[src/rtl/muldiv_arbiter_pkg.sv]
`default_nettype none
// ============================================================================
// Module   : muldiv_arbiter_pkg
// Purpose  : Shared definitions for the MulDiv arbiter and MulDiv users.
//            Holds the arbiter state encoding, the default operand and tag
//            widths, and the MulDiv function codes.
// Ports    : none (package)
// Revision : 1.0  initial release
// ============================================================================
package muldiv_arbiter_pkg;

  typedef enum logic [0:0] {
    ST_IDLE = 1'b0,
    ST_BUSY = 1'b1
  } state_e;

  localparam int C_XLEN  = 32;
  localparam int C_TAG_W = 5;

  // MulDiv function codes
  localparam logic [3:0] C_FN_MUL    = 4'd0;
  localparam logic [3:0] C_FN_MULH   = 4'd1;
  localparam logic [3:0] C_FN_MULHSU = 4'd2;
  localparam logic [3:0] C_FN_MULHU  = 4'd3;
  localparam logic [3:0] C_FN_DIV    = 4'd4;
  localparam logic [3:0] C_FN_DIVU   = 4'd5;
  localparam logic [3:0] C_FN_REM    = 4'd6;
  localparam logic [3:0] C_FN_REMU   = 4'd7;

endpackage
`default_nettype wire

[src/rtl/muldiv_arbiter_rr_arb2.sv]
`default_nettype none
// ============================================================================
// Module   : rr_arb2
// Purpose  : Two-input round-robin winner selection. A lone valid input wins;
//            on a tie the input named by i_prio wins.
// Ports    : i_valid  [1:0] request valids (bit N = port N)
//            i_prio         port favoured on a tie
//            o_winner       selected port (0 when nothing is valid)
//            o_any          at least one input is valid
// Revision : 1.0  initial release
// ============================================================================
module rr_arb2 (
  input  logic [1:0] i_valid,
  input  logic       i_prio,
  output logic       o_winner,
  output logic       o_any
);

  always_comb begin
    o_any    = |i_valid;
    o_winner = 1'b0;
    case (i_valid)
      2'b10:   o_winner = 1'b1;
      2'b11:   o_winner = i_prio;
      default: o_winner = 1'b0;
    endcase
  end

endmodule
`default_nettype wire

[src/rtl/muldiv_arbiter.sv]
`default_nettype none
// ============================================================================
// Module   : muldiv_arbiter
// Purpose  : Shares one iterative MulDiv unit between two requesters. Grants
//            one operation at a time with round-robin priority, routes the
//            response back to the issuing port, forwards kill only from the
//            owner, and counts BUSY cycles (saturating). Request and response
//            paths are purely combinational.
// Ports    : clk, reset                 clock, synchronous active-high reset
//            rN_req_*  (N=0,1)          requester request channel
//            rN_kill                    abort this port's in-flight op
//            rN_resp_*                  requester response channel
//            md_req_*, md_kill          request/kill toward MulDiv
//            md_resp_*                  response from MulDiv
//            busy_cycles                saturating BUSY cycle counter
// Revision : 1.0  initial release
// ============================================================================
module muldiv_arbiter
  import muldiv_arbiter_pkg::*;
#(
  parameter int XLEN  = C_XLEN,
  parameter int TAG_W = C_TAG_W
) (
  input  logic             clk,
  input  logic             reset,
  // port 0
  input  logic             r0_req_valid,
  output logic             r0_req_ready,
  input  logic [3:0]       r0_req_fn,
  input  logic             r0_req_dw,
  input  logic [XLEN-1:0]  r0_req_in1,
  input  logic [XLEN-1:0]  r0_req_in2,
  input  logic [TAG_W-1:0] r0_req_tag,
  input  logic             r0_kill,
  output logic             r0_resp_valid,
  input  logic             r0_resp_ready,
  output logic [XLEN-1:0]  r0_resp_data,
  output logic [TAG_W-1:0] r0_resp_tag,
  // port 1
  input  logic             r1_req_valid,
  output logic             r1_req_ready,
  input  logic [3:0]       r1_req_fn,
  input  logic             r1_req_dw,
  input  logic [XLEN-1:0]  r1_req_in1,
  input  logic [XLEN-1:0]  r1_req_in2,
  input  logic [TAG_W-1:0] r1_req_tag,
  input  logic             r1_kill,
  output logic             r1_resp_valid,
  input  logic             r1_resp_ready,
  output logic [XLEN-1:0]  r1_resp_data,
  output logic [TAG_W-1:0] r1_resp_tag,
  // MulDiv side
  output logic             md_req_valid,
  input  logic             md_req_ready,
  output logic [3:0]       md_req_fn,
  output logic             md_req_dw,
  output logic [XLEN-1:0]  md_req_in1,
  output logic [XLEN-1:0]  md_req_in2,
  output logic [TAG_W-1:0] md_req_tag,
  output logic             md_kill,
  input  logic             md_resp_valid,
  output logic             md_resp_ready,
  input  logic [XLEN-1:0]  md_resp_data,
  input  logic [TAG_W-1:0] md_resp_tag,
  output logic [31:0]      busy_cycles
);

  state_e      r_state;
  state_e      w_state_nxt;
  logic        r_owner;
  logic        r_prio;
  logic [31:0] r_busy_cycles;

  logic        w_winner;
  logic        w_any;
  logic        w_req_fire;

  rr_arb2 u_rr_arb2 (
    .i_valid  ({r1_req_valid, r0_req_valid}),
    .i_prio   (r_prio),
    .o_winner (w_winner),
    .o_any    (w_any)
  );

  // Response payload goes to both ports; only resp_valid qualifies it.
  assign r0_resp_data = md_resp_data;
  assign r0_resp_tag  = md_resp_tag;
  assign r1_resp_data = md_resp_data;
  assign r1_resp_tag  = md_resp_tag;

  assign w_req_fire  = (r_state == ST_IDLE) && w_any && md_req_ready;
  assign busy_cycles = r_busy_cycles;

  always_comb begin
    w_state_nxt   = r_state;
    md_req_valid  = 1'b0;
    md_req_fn     = w_winner ? r1_req_fn  : r0_req_fn;
    md_req_dw     = w_winner ? r1_req_dw  : r0_req_dw;
    md_req_in1    = w_winner ? r1_req_in1 : r0_req_in1;
    md_req_in2    = w_winner ? r1_req_in2 : r0_req_in2;
    md_req_tag    = w_winner ? r1_req_tag : r0_req_tag;
    r0_req_ready  = 1'b0;
    r1_req_ready  = 1'b0;
    r0_resp_valid = 1'b0;
    r1_resp_valid = 1'b0;
    md_resp_ready = 1'b0;
    md_kill       = 1'b0;

    case (r_state)
      ST_IDLE: begin
        md_req_valid = w_any;
        if (w_winner) r1_req_ready = md_req_ready;
        else          r0_req_ready = md_req_ready;
        if (w_req_fire) w_state_nxt = ST_BUSY;
      end
      ST_BUSY: begin
        md_kill       = r_owner ? r1_kill       : r0_kill;
        md_resp_ready = r_owner ? r1_resp_ready : r0_resp_ready;
        // A response coinciding with the owner's kill is dropped.
        if (r_owner) r1_resp_valid = md_resp_valid && !md_kill;
        else         r0_resp_valid = md_resp_valid && !md_kill;
        if (md_kill || (md_resp_valid && md_resp_ready)) w_state_nxt = ST_IDLE;
      end
      default: w_state_nxt = ST_IDLE;
    endcase
  end

  always_ff @(posedge clk) begin
    if (reset) r_state <= ST_IDLE;
    else       r_state <= w_state_nxt;
  end

  always_ff @(posedge clk) begin
    if (reset) begin
      r_owner       <= 1'b0;
      r_prio        <= 1'b0;
      r_busy_cycles <= 32'd0;
    end else begin
      if (w_req_fire) begin
        r_owner <= w_winner;
        r_prio  <= ~w_winner;
      end
      if ((r_state == ST_BUSY) && (r_busy_cycles != 32'hFFFF_FFFF))
        r_busy_cycles <= r_busy_cycles + 32'd1;
    end
  end

endmodule
`default_nettype wire
[config.mk]
export PLATFORM = sky130hd
export DESIGN_NAME = muldiv_arbiter
export DESIGN_NICKNAME = d
export VERILOG_FILES = /design/src/rtl/muldiv_arbiter_pkg.sv /design/src/rtl/muldiv_arbiter_rr_arb2.sv /design/src/rtl/muldiv_arbiter.sv
export SDC_FILE = /design/constraint.sdc
export NUM_CORES = 1
export LEC_CHECK = 0
export ABC_AREA = 1
export CORE_AREA = 4 4 146 148
export DETAILED_ROUTE_END_ITERATION = 12
export DIE_AREA = 0 0 150 152
export DONT_BUFFER_PORTS = 1
export PLACE_DENSITY_LB_ADDON = 0.15
export SYNTH_ARGS = -nofsm -noshare
export SYNTH_HDL_FRONTEND = slang
export SYNTH_SLANG_ARGS = --single-unit
[constraint.sdc]
create_clock -name clk -period 4.4 [get_ports clk]
set_input_delay 0.88 -clock clk [delete_from_list [all_inputs] [get_ports clk]]
set_output_delay 0.88 -clock clk [all_outputs]
set_load 0.1 [all_outputs]
==> impl_metrics.json <==
{
  "cts-root-buf": "clkbuf_16",
  "maxCapViolCount": 0,
  "drv_slew": 0,
  "synth_warnings": 0,
  "routabilityCongestion": 0.8348,
  "cp_max_fo": 57,
  "dr_wl_met2_um": 8807,
  "pin_count": 382,
  "leakage_nw": 2.180,
  "numClockSinks": 35,
  "clk_latency_ns": 0.28,
  "cts_inserted_buffers": 5,
  "grt_start_max_net_pins": 76,
  "grt_pass1_wl_um": 24780,
  "postCtsSetupRepairBufs": 0,
  "start_util": 0.1801,
  "critPathMaxStageDelay_ns": 0.29,
  "final_util": 0.2175,
  "cts_max_path_buffers": 2,
  "syn_nets": 861,
  "ys_types": 32,
  "status": "finished clean",
  "nets": 883,
  "syn_area_per_cell_um2": 5.426,
  "fp.coreArea_um2": 20040,
  "hold_viol": 0,
  "first_iter_violations": 197,
  "crit_type": "in2out",
  "path_common_cell": "nand2_1",
  "drive_above_1_share": 0.2108,
  "worstPathCellList": "inv_1 -> o21ai_4 -> inv_2 -> buf_12 -> nand2_1 -> nand2_1 -> buf_4",
  "cts-htree-levels": 2,
  "drt-met1-wl_um": 6352,
  "drtAntennaViolNets": 0,
  "arrival_ns": 2.16,
  "drc": 0,
  "postCtsHoldBufs": 0,
  "overflow": 0,
  "grt.total_usage": 0.1412,
  "worstSetupEndpointType": "output pin",
  "cp_slowest_cell": "buf_12",
  "routed_wirelength_um": 16920,
  "worstSetupStartpointType": "input pin",
  "grt_antenna_before_repair": 2,
  "die_y_um": 152,
  "setup_viol": 0,
  "slew_headroom": 0.2534,
  "finClkSkew_ns": 0.008945,
  "cellPowerDensity_nw_per_um2": 330.0,
  "tightest_slew_ns": 1.119,
  "rsz0062_at_grt": "false",
  "yosysSeqAreaShare": 0.1942,
  "wl_met3_um": 1512,
  "port_buffers": 0,
  "clk_pin_slew_worst_paths_ns": 0.05,
  "cts_tree": "built",
  "hold_path.class": "reg2reg",
  "syn_inst": 665,
  "crit_required_ns": 3.52,
  "synth_seq_cells": 35,
  "cts_resized": 0,
  "num_vias": 3891,
  "post_drt_wl_per_cell_um": 17.63,
  "route.top_layer_used": "met4",
  "fin_crit_ns": 3.041,
  "drtPass1Iterations": 5,
  "path_buf_inv": 4,
  "period_share": 0.6911,
  "rows": 52,
  "grt_pass1_vias": 3970,
  "die-width_um": 150,
  "hpwl_um": 14190,
  "viasPerCell": 4.053,
  "die_area_um2": 22800,
  "vdd_drop_max_v": 0.0001370,
  "max_clock_freq_mhz": 328.9,
  "syn2layout_area_growth_pct": 20.77,
  "syn-cell-area_um2": 3608,
  "setup_tns_ns": 0,
  "path_delay_family": "buffers and inverters"
}
==> Yosys cell counts, drive strengths merged <==
cell | n | share of area
nor2 | 91 | 0.11
nand3b | 2 | 0.0076
nand4 | 7 | 0.012
nor3b | 1 | 0.0021
clkbuf | 11 | 0.011
dfxtp | 35 | 0.19
mux2i | 1 | 0.0028
a211oi | 1 | 0.0021
xor2 | 1 | 0.0024
o21ai | 3 | 0.0042
a21oi | 26 | 0.036
a31oi | 4 | 0.0069
buf | 88 | 0.18
nand2 | 315 | 0.33
and2 | 2 | 0.0035
nor3 | 4 | 0.0055
ha | 1 | 0.0035
nand3 | 38 | 0.054
inv | 34 | 0.035
==> through the flow <==
| step | instance area, µm² | cells | setup WS [ns] | power, mW | hold slack, ns |
|---|---|---|---|---|---|
| finish | 4358 | 960 | 1.359 | 1.438 | 0.5397 |
| global route | 4358 | 960 | 1.235 | 1.500 | 0.5613 |
| CTS | 4353 | 958 | 1.319 | 1.464 | 0.5455 |
| detailed placement | 4215 | 950 | 1.355 | 1.104 | 0.5373 |
| global placement | 4215 | 950 | 1.375 | 1.105 | 0.5324 |
| floorplan | 3608 | 665 | 0.3487 | 1.263 | 0.4377 |
==> tightest hold or removal path, cell delays in order (launching register included) <==
cell and delay [ns]:
dfxtp_1 0.36, nand2_1 0.09, a21oi_1 0.05
==> cells in the final DEF, fill, tap and decap left out, drive strengths merged <==
cell type  synthesis  layout
a211oi             1       1
a21oi             26      26
a31oi              4       4
and2               2       2
buf               88     114
clkbuf            11       7
clkinv             0       1
dfxtp             35      35
diode              0       2
ha                 1       1
inv               34      34
mux2i              1       1
nand2            315     315
nand3             38      38
nand3b             2       2
nand4              7       7
nor2              91      91
nor3               4       4
nor3b              1       1
o21ai              3       3
xor2               1       1
==> sequential cells by signal, indices dropped and copies added (netlist names) <==
signal and flops:
busy_cycles 32, r_owner 1, r_prio 1, r_state 1
==> cells by family (layout without fill, tap and decap cells) <==
kind of cell	count (synthesis)	count (layout)	share of synthesized area
XOR/XNOR	1	1	0.002428
other	0	2	0
flip-flops	35	35	0.1942
AO/OA/AOI/OAI	34	34	0.04923
AND/OR/NAND/NOR	460	460	0.5222
multiplexers	1	1	0.002774
buffers and inverters	133	156	0.2257
adder cells (fa/ha/maj)	1	1	0.003467
==> metal layers <==
| metal | GRT usage | vias to the layer above |
|---|---|---|
| met3 | 0.05332 | 14 |
| li1 | - | 2020 |
| met2 | 0.2556 | 179 |
| met5 | 0 | - |
| met4 | 0.03181 | 0 |
| met1 | 0.1554 | 1678 |
==> power breakdown <==
part	total (mW)	internal [mW]	switching (mW)
Combinational	0.764	0.130	0.634
Sequential	0.327	0.320	0.00677
Clock	0.348	0.209	0.138
==> area by class of cell <==
| class | instances | area, µm² |
|---|---|---|
| flip-flops and latches | 35 | 700.7 |
| well taps | 270 | 337.8 |
| fillers | 2384 | 15680 |
| clock buffers | 7 | 132.6 |
| diodes | 2 | 5.005 |
| clock inverters | 1 | 5.005 |
| repair buffers | 114 | 920.9 |
| inverters | 34 | 127.6 |
| multi-input cells | 497 | 2128 |
==> final timing paths <==
kind                            depth (start not counted)              to           start  slack (ns)
worst max register to register                         10  busy_cycles[2]  busy_cycles[1]        2.07
worst min register to register                          2          r_prio          r_prio        0.54
worst max-delay path                                    7  md_req_in2[21]    r0_req_valid        1.36
worst min-delay path                                    2          r_prio          r_prio        0.54
(Power assumes the default switching activity.)
